File: config.mk
export PLATFORM = sky130hd
export DESIGN_NAME = sdram_cmd_engine
export DESIGN_NICKNAME = d
export VERILOG_FILES = /design/src/rtl/sdram_cmd_engine.sv
export SDC_FILE = /design/constraint.sdc
export NUM_CORES = 1
export LEC_CHECK = 0
export CORE_MARGIN = 5
export CORE_UTILIZATION = 43
export DETAILED_ROUTE_END_ITERATION = 16
export GPL_ROUTABILITY_DRIVEN = 0
export PLACE_DENSITY = 0.82
export REMOVE_ABC_BUFFERS = 1
export SLEW_MARGIN = 20
export SYNTH_ARGS = -nofsm -noshare
export SYNTH_HDL_FRONTEND = slang
export SYNTH_SLANG_ARGS = --single-unit
File: constraint.sdc
create_clock -name Clk -period 3.5 [get_ports Clk]
set_input_delay 0.35 -clock Clk [delete_from_list [all_inputs] [get_ports Clk]]
set_output_delay 0.35 -clock Clk [all_outputs]
set_load 0.1 [all_outputs]
File: src/rtl/sdram_cmd_engine.sv
// SDRAM command/data engine: issues one SDRAM command sequence per accepted request,
// with NOP spacing from the timing parameters, and streams write/read beats.
module sdram_cmd_engine #(
    parameter int unsigned DATAWIDTH = 32,
    parameter int unsigned ROWWIDTH  = 13,
    parameter int unsigned COLWIDTH  = 9,
    parameter int unsigned BANKWIDTH = 2,
    parameter int unsigned TRCD      = 2,
    parameter int unsigned TRP       = 2,
    parameter int unsigned TMRD      = 2,
    parameter int unsigned TWR       = 2,
    parameter int unsigned TRFC      = 7
) (
    input  logic                   Clk,
    input  logic                   Rest,
    input  logic                   ReqValid,
    output logic                   ReqReady,
    input  logic [2:0]             ReqOp,
    input  logic [BANKWIDTH-1:0]   ReqBank,
    input  logic [ROWWIDTH-1:0]    ReqAddr,
    input  logic                   ReqAutoPre,
    input  logic [COLWIDTH:0]      ReqLen,
    output logic                   Done,
    output logic                   WrDataReady,
    input  logic [DATAWIDTH-1:0]   WrData,
    input  logic [DATAWIDTH/8-1:0] WrMask,
    output logic                   RdDataValid,
    output logic [DATAWIDTH-1:0]   RdData,
    input  logic [DATAWIDTH-1:0]   SdramToChipDqIn,
    output logic [3:0]             SdramToChipCmd,
    output logic [ROWWIDTH-1:0]    SdramToChipArg,
    output logic [BANKWIDTH-1:0]   SdramToChipBan,
    output logic [DATAWIDTH-1:0]   SdramToChipDq,
    output logic [DATAWIDTH/8-1:0] SdramToChipDqm,
    output logic                   SdramDqOe
);

    localparam logic [3:0] CmdMrs = 4'b0000;
    localparam logic [3:0] CmdRef = 4'b0001;
    localparam logic [3:0] CmdPre = 4'b0010;
    localparam logic [3:0] CmdAct = 4'b0011;
    localparam logic [3:0] CmdWr  = 4'b0100;
    localparam logic [3:0] CmdRd  = 4'b0101;
    localparam logic [3:0] CmdBst = 4'b0110;
    localparam logic [3:0] CmdNop = 4'b0111;

    // Last cycle index of each fixed-length state
    localparam logic [15:0] LastMrs = 16'(TMRD - 1);
    localparam logic [15:0] LastPre = 16'(TRP - 1);
    localparam logic [15:0] LastAct = 16'(TRCD - 1);
    localparam logic [15:0] LastRef = 16'(TRFC - 1);
    localparam logic [15:0] LastWr  = 16'(TWR - 1);

    typedef enum logic [3:0] {
        StIdle, StMrs, StPre, StAct, StRef, StWr, StWrRec, StRd, StBst, StAPre
    } state_t;

    state_t                 state, stateD;
    logic [15:0]            cnt, cntD, last, lastD;
    logic [ROWWIDTH-1:0]    addr, addrD;
    logic [BANKWIDTH-1:0]   bank, bankD;
    logic                   autoPre, autoPreD;
    logic [COLWIDTH:0]      len, lenD;
    logic [2:0]             modeBl, modeBlD, modeCl, modeClD;

    logic                   accept, fullPage, isFinal;
    logic [15:0]            beats, casLat;
    logic [ROWWIDTH-1:0]    colArg, preArg;
    logic [3:0]             cmdD;
    logic [ROWWIDTH-1:0]    argD;
    logic [BANKWIDTH-1:0]   banD;
    logic                   doneD, wrRdyD, rdValidD;

    function automatic logic [15:0] burstBeats(input logic [2:0] bl, input logic [COLWIDTH:0] n);
        case (bl)
            3'b000:  return 16'd1;
            3'b001:  return 16'd2;
            3'b010:  return 16'd4;
            3'b011:  return 16'd8;
            3'b111:  return (n == '0) ? 16'd1 : 16'(n);
            default: return 16'd1;
        endcase
    endfunction

    assign ReqReady       = (state == StIdle) && !Rest;
    assign accept         = ReqValid && ReqReady;
    // Write beats pass straight from the FWFT FIFO head; read beats straight from the pins
    assign SdramToChipDq  = WrDataReady ? WrData : '0;
    assign SdramToChipDqm = WrDataReady ? WrMask : '0;
    assign RdData         = RdDataValid ? SdramToChipDqIn : '0;

    // Next-state, request latching and next-cycle output values
    always_comb begin
        stateD   = state;
        cntD     = cnt + 16'd1;
        lastD    = last;
        addrD    = addr;
        bankD    = bank;
        autoPreD = autoPre;
        lenD     = len;
        modeBlD  = modeBl;
        modeClD  = modeCl;

        if (accept) begin
            addrD    = ReqAddr;
            bankD    = ReqBank;
            lenD     = ReqLen;
            // Full-page bursts end with BST, so auto-precharge is never encoded for them
            autoPreD = ReqAutoPre && (modeBl != 3'b111);
            if (ReqOp == 3'd0) begin
                modeBlD = ReqAddr[2:0];
                modeClD = ReqAddr[6:4];
            end
        end

        fullPage = (modeBlD == 3'b111);
        beats    = burstBeats(modeBlD, lenD);
        casLat   = (modeClD == 3'b011) ? 16'd3 : 16'd2;

        case (state)
            StIdle: begin
                cntD = '0;
                if (accept) begin
                    case (ReqOp)
                        3'd0: begin stateD = StMrs; lastD = LastMrs; end
                        3'd1: begin stateD = StPre; lastD = LastPre; end
                        3'd2: begin stateD = StAct; lastD = LastAct; end
                        3'd3: begin stateD = StRd;  lastD = casLat + beats - 16'd1; end
                        3'd4: begin stateD = StWr;  lastD = beats - 16'd1; end
                        3'd5: begin stateD = StRef; lastD = LastRef; end
                        // Reserved: one silent cycle carrying Done
                        default: begin stateD = StAPre; lastD = '0; end
                    endcase
                end
            end
            default: begin
                if (cnt == last) begin
                    cntD = '0;
                    case (state)
                        StWr: begin
                            if (fullPage) begin stateD = StBst;   lastD = '0; end
                            else          begin stateD = StWrRec; lastD = LastWr; end
                        end
                        StBst: begin stateD = StWrRec; lastD = LastWr; end
                        StWrRec, StRd: begin
                            if (autoPreD) begin stateD = StAPre; lastD = LastPre; end
                            else          stateD = StIdle;
                        end
                        default: stateD = StIdle;
                    endcase
                end
            end
        endcase

        colArg                 = '0;
        colArg[COLWIDTH-1:0]   = addrD[COLWIDTH-1:0];
        colArg[10]             = autoPreD;
        preArg                 = '0;
        preArg[10]             = 1'b1;

        cmdD = CmdNop;
        argD = '0;
        banD = '0;
        if (cntD == '0) begin
            case (stateD)
                StMrs: begin cmdD = CmdMrs; argD = addrD; end
                StPre: begin cmdD = CmdPre; argD = preArg; end
                StAct: begin cmdD = CmdAct; argD = addrD;  banD = bankD; end
                StRef: cmdD = CmdRef;
                StWr:  begin cmdD = CmdWr;  argD = colArg; banD = bankD; end
                StRd:  begin cmdD = CmdRd;  argD = colArg; banD = bankD; end
                StBst: cmdD = CmdBst;
                default: cmdD = CmdNop;
            endcase
        end
        // Full-page read stops the burst right after the last column is addressed
        if (stateD == StRd && fullPage && cntD == beats) begin
            cmdD = CmdBst;
        end

        wrRdyD   = (stateD == StWr);
        rdValidD = (stateD == StRd) && (cntD >= casLat);

        case (stateD)
            StMrs, StPre, StAct, StRef, StAPre: isFinal = 1'b1;
            StWrRec, StRd:                      isFinal = !autoPreD;
            default:                            isFinal = 1'b0;
        endcase
        doneD = isFinal && (cntD == lastD);
    end

    // State, latched request and registered pin/handshake outputs
    always_ff @(posedge Clk) begin
        if (Rest) begin
            state          <= StIdle;
            cnt            <= '0;
            last           <= '0;
            addr           <= '0;
            bank           <= '0;
            autoPre        <= 1'b0;
            len            <= '0;
            modeBl         <= '0;
            modeCl         <= '0;
            SdramToChipCmd <= CmdNop;
            SdramToChipArg <= '0;
            SdramToChipBan <= '0;
            Done           <= 1'b0;
            WrDataReady    <= 1'b0;
            SdramDqOe      <= 1'b0;
            RdDataValid    <= 1'b0;
        end else begin
            state          <= stateD;
            cnt            <= cntD;
            last           <= lastD;
            addr           <= addrD;
            bank           <= bankD;
            autoPre        <= autoPreD;
            len            <= lenD;
            modeBl         <= modeBlD;
            modeCl         <= modeClD;
            SdramToChipCmd <= cmdD;
            SdramToChipArg <= argD;
            SdramToChipBan <= banD;
            Done           <= doneD;
            WrDataReady    <= wrRdyD;
            SdramDqOe      <= wrRdyD;
            RdDataValid    <= rdValidD;
        end
    end

endmodule

==> results.sh <==
export IMPL_p_leak_uw=0.00377
export IMPL_drt_pre_antenna_iters=8
export IMPL_routed_wl_um=23600
export IMPL_grt_usage=0.254
export IMPL_final_area_um2=9340
export IMPL_grt_setup_unrepaired="true"
export IMPL_syn_area_per_cell_um2=7.69
export IMPL_start_util=0.433
export IMPL_status="finished with violations"
export IMPL_cts_path_max_buffers=2
export IMPL_synth_seq_cells=89
export IMPL_cp_end_kind="register"
export IMPL_yosysSeqAreaShare=0.286
export IMPL_num_fill_cells=1167
export IMPL_min_period_ps=3530
export IMPL_io_buffers=190
export IMPL_grt_pass1_wl_um=34200
export IMPL_min_path_type="register to register"
export IMPL_synth_ff_type="dfxtp_1"
export IMPL_routed_via_density=5.85
export IMPL_worstPathMaxFanout=6
export IMPL_setup_viol=1
export IMPL_clock_sinks=89
export IMPL_drive_gt1_frac=0.237
export IMPL_finalHoldViolations=0
export IMPL_power_density_nw_per_um2=315
export IMPL_ir_drop_mv=0.303
export IMPL_clockRootBuffer="clkbuf_16"
export IMPL_grt_max_degree=39
export IMPL_tightest_slew_ps=1040
export IMPL_crit_required_ps=3800
export IMPL_clk_pin_slew_worst_paths_ps=80
export IMPL_crit_type="register to register"
export IMPL_cp_cell_sequence="buf_4 > nor4_4 > buf_4 > buf_6 > nand3_2 > nand4b_1 > o31a_1 > ha_4 > inv_1 > ha_4 > o2bb2ai_2 > mux2i_1 > a31oi_1 > xor2_1 > nand4_1 > nor3_2 > o2111ai_1 > nor2_1"
export IMPL_cts_htree_levels=3
export IMPL_num_vias=7422
export IMPL_die_area_um2=17000
export IMPL_rows=44
export IMPL_finalCritPeriodShare=1.01
export IMPL_top_level_ports=192
export IMPL_critPathLaunchType="register"
export IMPL_grt_pass1_vias=6565
export IMPL_placed_cell_area_um2=8740
export IMPL_ys_types=82
export IMPL_crit_slowest_cell="nor4_4"
export IMPL_final_nets=1184
export IMPL_synth_edff_count=0
export IMPL_maxSlewViolCount=0
export IMPL_arrival_ps=3830
export IMPL_cts_tree="done"
export IMPL_cap_violations=0
export IMPL_synth_cells=810
export IMPL_dieWidth_um=130
export IMPL_violations="negative setup slack"
export IMPL_finish_utilization=0.650
export IMPL_cts_buffers=9
export IMPL_setup_ws_ps=-34.8
export IMPL_fp_coreArea_um2=14400
export IMPL_antenna_found_initial=0
export IMPL_synth_warning_count=0
export IMPL_drc_errors=0
export IMPL_cpPeakStageDelay_ps=430
export IMPL_first_iter_violations=813
export IMPL_wl_per_cell_um=18.6
export IMPL_clk_latency_ps=360
export IMPL_synth_async_reset_ratio=0
export IMPL_num_antenna_cells=0
export IMPL_dp_hpwl_um=18000
export IMPL_area_growth_pct=50.0
export IMPL_ant_nets=0
export IMPL_skew_ps=14.9
export IMPL_cp_top_family="simple AND/OR/NAND/NOR gates"
export IMPL_netlist_area_um2=6230
export IMPL_slew_headroom=0.307
export IMPL_fmax_mhz=283
export IMPL_crit_buf_inv=4
export IMPL_dieHeight_um=130
export IMPL_gr_total_overflow=0
[what timing repair did]
item,CTS,global route
setup endpoints to repair,1,4
hold buffers,0,0
setup buffers,6,10
pin swaps,6,20
gates cloned,0,1
resized for setup,13,17
[kinds of logic (layout without fill, tap and decap cells)]
kind of cell               count (synthesis)  in the layout  share of synthesized area
and+or+nand+nor                          398            398                      0.345
AOI/OAI and AO/OA                        176            176                      0.201
DFF                                       89             89                      0.286
buffers and inverters                     69            343                     0.0484
xor gates and xnor gates                  50             50                     0.0725
muxes                                     22             22                     0.0360
adders and majority gates                  5              5                     0.0100
other                                      1              1                   0.000602
[synthesized netlist by cell type (all sizes together), types with 15 or more instances]
cell type | number | share of area
o21ai | 31 | 0.025
buf | 15 | 0.016
dfxtp | 89 | 0.29
mux2i | 19 | 0.031
nand2 | 61 | 0.037
nor3 | 28 | 0.023
nor4 | 15 | 0.020
xnor2 | 39 | 0.055
a21oi | 34 | 0.027
nor2 | 87 | 0.054
nand4 | 16 | 0.016
and2 | 82 | 0.082
nand3 | 35 | 0.028
clkbuf | 40 | 0.024
a31oi | 20 | 0.020
[sequential cells by signal, indices dropped and copies added, names as in the netlist, 2 cells and up]
name,cells
cnt,16
last,16
SdramToChipArg,13
addr,13
len,10
state,4
SdramToChipCmd,3
modeBl,3
modeCl,3
SdramToChipBan,2
bank,2
[area by class of cell]
class                           instances  area [um^2]  share of cell area
Clock buffer                            9          225              0.0241
Timing Repair Buffer                  313         2670               0.286
Clock inverter                          7          106              0.0114
Tap cell                              184          230              0.0246
Inverter                               14         52.6             0.00563
Sequential cell                        89         1780               0.191
Multi-Input combinational cell        652         4270               0.457
[final timing paths]
path / to / from / slack [ps] / cells past startpoint
max: Done / state[3] / -30 / 18
min: modeCl[2] / modeCl[2] / 450 / 2
max reg2reg: Done / state[3] / -30 / 18
min reg2reg: modeCl[2] / modeCl[2] / 450 / 2
[per-layer routing]
metal / part of all wire / vias up / global-route usage
met5: 0 / - / 0
met4: 0.037 / 0 / 0.0968
met3: 0.12 / 84 / 0.0618
met2: 0.46 / 477 / 0.406
met1: 0.39 / 3394 / 0.333
li1: - / 3467 / -
[where the power goes]
part | internal, uW | switching [uW] | total [uW]
Sequential | 1040 | 18.2 | 1060
Combinational | 335 | 439 | 774
Clock | 642 | 465 | 1110
Total | 2020 | 923 | 2940
[worst min-delay path: stages (launching register included)]
cell,delay (ps)
dfxtp_1,310
nand2_1,50
a21oi_1,50
[stage by stage]
| step | power [uW] | setup WS, ps | hold slack [ps] | instances | TNS (ps) |
|---|---|---|---|---|---|
| 2_1_floorplan | 1450 | -1990 | 419 | 755 | -39380 |
| 3_3_place_gp | 1780 | -269 | 439 | 1235 | -798 |
| 3_5_place_dp | 1790 | -333 | 443 | 1235 | -1210 |
| 4_1_cts | 2900 | 0.442 | 446 | 1257 | 0 |
| 5_1_grt | 3030 | -166 | 481 | 1268 | -166 |
| 6_report | 2940 | -34.8 | 452 | 1268 | -34.8 |
[layout by cell type (no fill, tap or decap), types with 4 or more instances in the layout]
master,instances
nand2b_1,6
o31a_1,4
o21ai_0,23
o31ai_1,5
nand3_1,33
clkbuf_16,10
nor2b_1,10
and3_1,5
o2111ai_1,6
or2_2,7
or3_1,10
a41oi_1,4
nor3b_1,4
and2_1,82
o21a_1,8
a21o_1,5
and4_1,7
o211ai_1,8
a21oi_1,33
inv_6,4
o21ai_1,6
mux2i_1,19
dfxtp_1,89
nand4_1,16
clkdlybuf4s50_1,117
nor4_1,10
or4_1,9
a31oi_1,19
buf_4,191
nor2_1,86
nand2_1,60
nor3_1,25
inv_1,13
xnor2_1,39
xor2_1,10
No activity file was read; power rests on OpenSTA's default activity.
